<file path="src/rtl/vga_pipe_pkg.sv">
// Shared definitions for the VGA pixel pipeline: depth limit, counter width
// helper and the packed RGB444 pixel layout carried in the payload.
package vga_pipe_pkg;

    localparam int DEPTH_MAX = 8;

    // Occupancy must represent 0..2*depth so the skid build fits too.
    function automatic int cnt_w(input int depth);
        return $clog2(2 * depth + 1);
    endfunction

    typedef struct packed {
        logic [3:0] r;
        logic [3:0] g;
        logic [3:0] b;
    } rgb444_t;

endpackage

</file>
<file path="src/rtl/vga_pipe_slot.sv">
// One registered valid/ready pipeline slot. With VGA_PIPE_SKID_EN defined it
// adds a skid register so up_ready is a flop output; otherwise ready chains.
module vga_pipe_slot
    import vga_pipe_pkg::*;
#(
    parameter int DATA_W = 24
) (
    input  logic              vga_clk,
    input  logic              rst_n,
    input  logic              flush,
    input  logic              up_valid,
    output logic              up_ready,
    input  logic [DATA_W-1:0] up_data,
    output logic              dn_valid,
    input  logic              dn_ready,
    output logic [DATA_W-1:0] dn_data
);

    logic              main_valid;
    logic [DATA_W-1:0] main_data;

    assign dn_valid = main_valid;
    assign dn_data  = main_data;

`ifdef VGA_PIPE_SKID_EN

    logic              skid_valid;
    logic [DATA_W-1:0] skid_data;
    logic              main_free;
    logic              take_in;

    assign up_ready = !skid_valid;

    always_comb begin
        main_free = !main_valid || dn_ready;
        take_in   = up_valid && !skid_valid;
    end

    // The skid word is always older than any new input, since input is
    // refused while the skid register is occupied.
    always_ff @(posedge vga_clk or negedge rst_n) begin
        if (!rst_n) begin
            main_valid <= 1'b0;
            main_data  <= '0;
            skid_valid <= 1'b0;
            skid_data  <= '0;
        end else if (flush) begin
            main_valid <= 1'b0;
            skid_valid <= 1'b0;
        end else if (main_free) begin
            if (skid_valid) begin
                main_valid <= 1'b1;
                main_data  <= skid_data;
                skid_valid <= 1'b0;
            end else begin
                main_valid <= take_in;
                if (take_in) begin
                    main_data <= up_data;
                end
            end
        end else if (take_in) begin
            skid_valid <= 1'b1;
            skid_data  <= up_data;
        end
    end

`else

    assign up_ready = !main_valid || dn_ready;

    always_ff @(posedge vga_clk or negedge rst_n) begin
        if (!rst_n) begin
            main_valid <= 1'b0;
            main_data  <= '0;
        end else if (flush) begin
            main_valid <= 1'b0;
        end else if (up_ready) begin
            main_valid <= up_valid;
            if (up_valid) begin
                main_data <= up_data;
            end
        end
    end

`endif

endmodule

</file>
<file path="src/rtl/vga_pipe_stage.sv">
// DEPTH-slot registered valid/ready pipeline for VGA pixel payloads with flush
// and occupancy count. Define VGA_PIPE_SKID_EN for registered-ready skid slots.
module vga_pipe_stage
    import vga_pipe_pkg::*;
#(
    parameter int DATA_W = 24,
    parameter int DEPTH  = 4
) (
    input  logic                      vga_clk,
    input  logic                      rst_n,
    input  logic                      flush,
    input  logic                      in_valid,
    output logic                      in_ready,
    input  logic [DATA_W-1:0]         in_data,
    output logic                      out_valid,
    input  logic                      out_ready,
    output logic [DATA_W-1:0]         out_data,
    output logic [cnt_w(DEPTH)-1:0]   occupancy
);

    localparam int CNT_W  = cnt_w(DEPTH);
    localparam int STAGES = (DEPTH > DEPTH_MAX) ? DEPTH_MAX : DEPTH;

    logic in_fire;
    logic out_fire;

    // Each generate scope owns its own handshake nets so the ready chain is
    // a set of distinct signals rather than one self-referencing vector.
    for (genvar g = 0; g < STAGES; g++) begin : stage
        logic              valid_q;
        logic              ready_in;
        logic [DATA_W-1:0] data_q;
        logic              prev_valid;
        logic [DATA_W-1:0] prev_data;
        logic              next_ready;

        if (g == 0) begin : g_head
            assign prev_valid = in_valid;
            assign prev_data  = in_data;
        end else begin : g_body
            assign prev_valid = stage[g-1].valid_q;
            assign prev_data  = stage[g-1].data_q;
        end

        if (g == STAGES - 1) begin : g_tail
            assign next_ready = out_ready;
        end else begin : g_link
            assign next_ready = stage[g+1].ready_in;
        end

        vga_pipe_slot #(
            .DATA_W (DATA_W)
        ) slot (
            .vga_clk  (vga_clk),
            .rst_n    (rst_n),
            .flush    (flush),
            .up_valid (prev_valid),
            .up_ready (ready_in),
            .up_data  (prev_data),
            .dn_valid (valid_q),
            .dn_ready (next_ready),
            .dn_data  (data_q)
        );
    end

    // Input is refused while in reset and during the flush cycle.
    assign in_ready  = rst_n && !flush && stage[0].ready_in;
    assign out_valid = stage[STAGES-1].valid_q;
    assign out_data  = stage[STAGES-1].data_q;

    assign in_fire  = in_valid && in_ready;
    assign out_fire = out_valid && out_ready;

    always_ff @(posedge vga_clk or negedge rst_n) begin
        if (!rst_n) begin
            occupancy <= '0;
        end else if (flush) begin
            occupancy <= '0;
        end else if (in_fire && !out_fire) begin
            occupancy <= occupancy + CNT_W'(1);
        end else if (out_fire && !in_fire) begin
            occupancy <= occupancy - CNT_W'(1);
        end
    end

endmodule

</file>
<file path="config.mk">
export PLATFORM = sky130hd
export DESIGN_NAME = vga_pipe_stage
export DESIGN_NICKNAME = d
export VERILOG_FILES = /design/src/rtl/vga_pipe_pkg.sv /design/src/rtl/vga_pipe_slot.sv /design/src/rtl/vga_pipe_stage.sv
export SDC_FILE = /design/constraint.sdc
export NUM_CORES = 1
export LEC_CHECK = 0
export CAP_MARGIN = 20
export CORE_MARGIN = 2
export CORE_UTILIZATION = 46
export DETAILED_ROUTE_END_ITERATION = 10
export GPL_ROUTABILITY_DRIVEN = 1
export PLACE_DENSITY = 0.73
export SETUP_SLACK_MARGIN = 0.05
export SLEW_MARGIN = 40
export SYNTH_ARGS = -nofsm -noshare
export SYNTH_HDL_FRONTEND = slang
export SYNTH_SLANG_ARGS = --single-unit
export TNS_END_PERCENT = 1
</file>
<file path="constraint.sdc">
create_clock -name vga_clk -period 4.6 [get_ports vga_clk]
set_clock_uncertainty 0.2 [all_clocks]
set_input_delay 0.92 -clock vga_clk [delete_from_list [all_inputs] [get_ports vga_clk]]
set_output_delay 0.92 -clock vga_clk [all_outputs]
set_load 0.01 [all_outputs]
</file>
==> metrics.csv <==
metric,value,unit
worst_setup_path_start_kind,input port,
syn_nets,294,
pwr_density_cell,494,nW/um^2
synthAdderAreaFrac,1.07,%
setup-violations-final,0,
yosysTopAreaCell,dfrtp_1,
cts_resized,0,
cts_root_buffer,clkbuf_8,
arrival,2.63,ns
antenna_cells,0,
synth.distinct_cells,37,
initial_utilization,47.8,%
coreArea,8810,um^2
cts_tree,done,
synth_warnings,0,
port_buffers,58,
grt_pass1_vias,2460,
synth_compound_area_share,2.70,%
ys_ff_latch,104,
overflow,0,
cts_max_path_buffers,2,
die_y,99.7,um
crit_type,input port to output port,
leakagePower,2.33,nW
hpwl,4500,um
fin_crit_sh,81.5,%
pin_count,59,
worstHoldPathType,register to register,
track_usage,15.1,%
grt_setup_unrepaired,false,
drv_slew,0,
cts.sinks,104,
areaGrowthSynthToFinish,22.3,%
antenna_left,0,
cp_max_fo,6,
drtIter0Drc,43,
h-tree-depth,3,
num_rows,34,
relSlewSlack,49.0,%
fin_nets,357,
synth_area_leaders,"dfrtp_1 (62%), mux2_1 (12%), mux2_2 (8.0%)",
synth_edf_count,0,
fin_setup_tns,0,ns
hold_buffers,0,
antenna_found_initial,0,
tightest_slew,0.764,ns
async_flop_share,100,%
yosysMostFrequentCell,dfrtp_1,
seq_area_frac_synth,61.8,%
synth_commonest_cells,"dfrtp_1 (104), mux2_1 (46), mux2_2 (30), mux2_4 (20), nor2_1 (10)",
avgSynthCellArea,16.1,um^2
period_needed,3.75,ns
drcViolationCount,0,
dieArea,9940,um^2
wl_per_cell,15.7,um
cts_inserted_buffers,9,
crit_path_end_kind,output port,
finalHoldViolations,0,
cts_setup_buffers,0,
status,completed,
hold_depth,1,
path_clk_slew,0.09,ns
via_count,2283,
max_cap_violations,0,
rr_worst_depth,4,
routed_wl,6900,um
ir_drop,0.217,mV
synth_top_family_by_area,multiplexers,
crit_required,3.48,ns
clk_latency,0.34,ns
avgViaCountPerCell,5.21,
grt_max_degree,64,
whs,0.288,ns
synthXorXnorAreaFrac,0.416,%
drt_pre_antenna_iters,4,
yosysTopAreaCellShare,61.8,%
gp_congestion,0.793,
fmaxAchievable,267,MHz
synth_cells,262,
fill_cells,720,
synth_area,4210,um^2
synth-main-ff-cell,dfrtp_1,
grt_pass1_wl,11800,um
drive_gt1_share,24.5,%
die_x,99.7,um
synthSimpleGateAreaFrac,3.89,%
synthMuxAreaShare,27.9,%
## layout make-up
class | instances | area, um^2 | share of cell area (%)
clock buffers | 12 | 165 | 3.21
clock inverters | 4 | 98.8 | 1.92
inverters | 4 | 15.0 | 0.291
multi-input cells | 144 | 1520 | 29.6
flip-flops and latches | 104 | 2600 | 50.5
well taps | 108 | 135 | 2.62
repair buffers | 62 | 612 | 11.9
## critical path: stages
cell	delay [ns]
clkdlybuf4s50_1	0.55
and3b_4	0.25
a31oi_4	0.22
and2_1	0.15
clkdlybuf4s50_1	0.53
## registers in the layout, indices dropped and copies added, names as in the netlist
register             flops
stage.slot.dn_valid      4
stage.slot.dn_data      96
occupancy                4
## cells in the final DEF, fill, tap and decap left out, types with 2 or more instances in the layout
cell / instances
nor2_1: 10
xnor2_1: 2
mux2i_1: 2
mux2_1: 46
a211oi_1: 2
nand2_1: 3
a21oi_1: 4
bufinv_16: 3
mux2_2: 30
inv_1: 3
clkbuf_8: 12
mux2_4: 20
ha_1: 2
clkdlybuf4s50_1: 57
nand4_1: 2
and2_1: 2
dfrtp_1: 104
nand3_1: 2
buf_4: 4
## cells by family after synthesis
| logic type | Yosys count |
|---|---|
| xor gates and xnor gates | 2 |
| DFF | 104 |
| muxes | 98 |
| buffers and inverters | 14 |
| AOI/OAI and AO/OA | 13 |
| and+or+nand+nor | 28 |
| adders and majority gates | 3 |
## metal layers
metal,GRT usage (%),share of wire [%],routed length (um),vias up
met5,0,0,0,-
met4,6.01,1.3,91,0
met3,2.53,3.8,264,9
met2,24.7,49,3370,47
met1,20.4,46,3170,1168
li1,-,-,-,1059
## report_power, final
part           total [mW]  switching [mW]  internal (mW)
Sequential           1.30           0.129           1.17
Combinational       0.542           0.186          0.356
Clock               0.701           0.293          0.407
Total                2.55           0.609           1.94
## per-stage QoR
step	instances	power (mW)	area (um^2)	utilization, %	setup slack [ns]
CTS	438	2.58	5150	58.5	0.840
finish	438	2.55	5150	58.5	0.853
floorplan	262	1.59	4210	-	1.95
detailed placement	422	1.88	4880	55.5	0.843
global placement	422	1.85	4880	55.5	0.862
global route	438	2.69	5150	58.5	0.773
## worst paths after layout
| check | start | to | slack (ns) |
|---|---|---|---|
| worst min register to register | stage[3].slot.dn_data[16] | stage[3].slot.dn_data[16] | 0.29 |
| max in group asynchronous | rst_n | stage[0].slot.dn_valid | 2.89 |
| worst max register to register | stage[3].slot.dn_valid | stage[1].slot.dn_data[19] | 2.35 |
| worst max-delay path | out_ready | in_ready | 0.85 |
| worst min-delay path | stage[3].slot.dn_data[16] | stage[3].slot.dn_data[16] | 0.29 |
| min in group asynchronous | rst_n | stage[0].slot.dn_data[8] | 0.36 |
No activity file was read; power rests on OpenSTA's default activity.
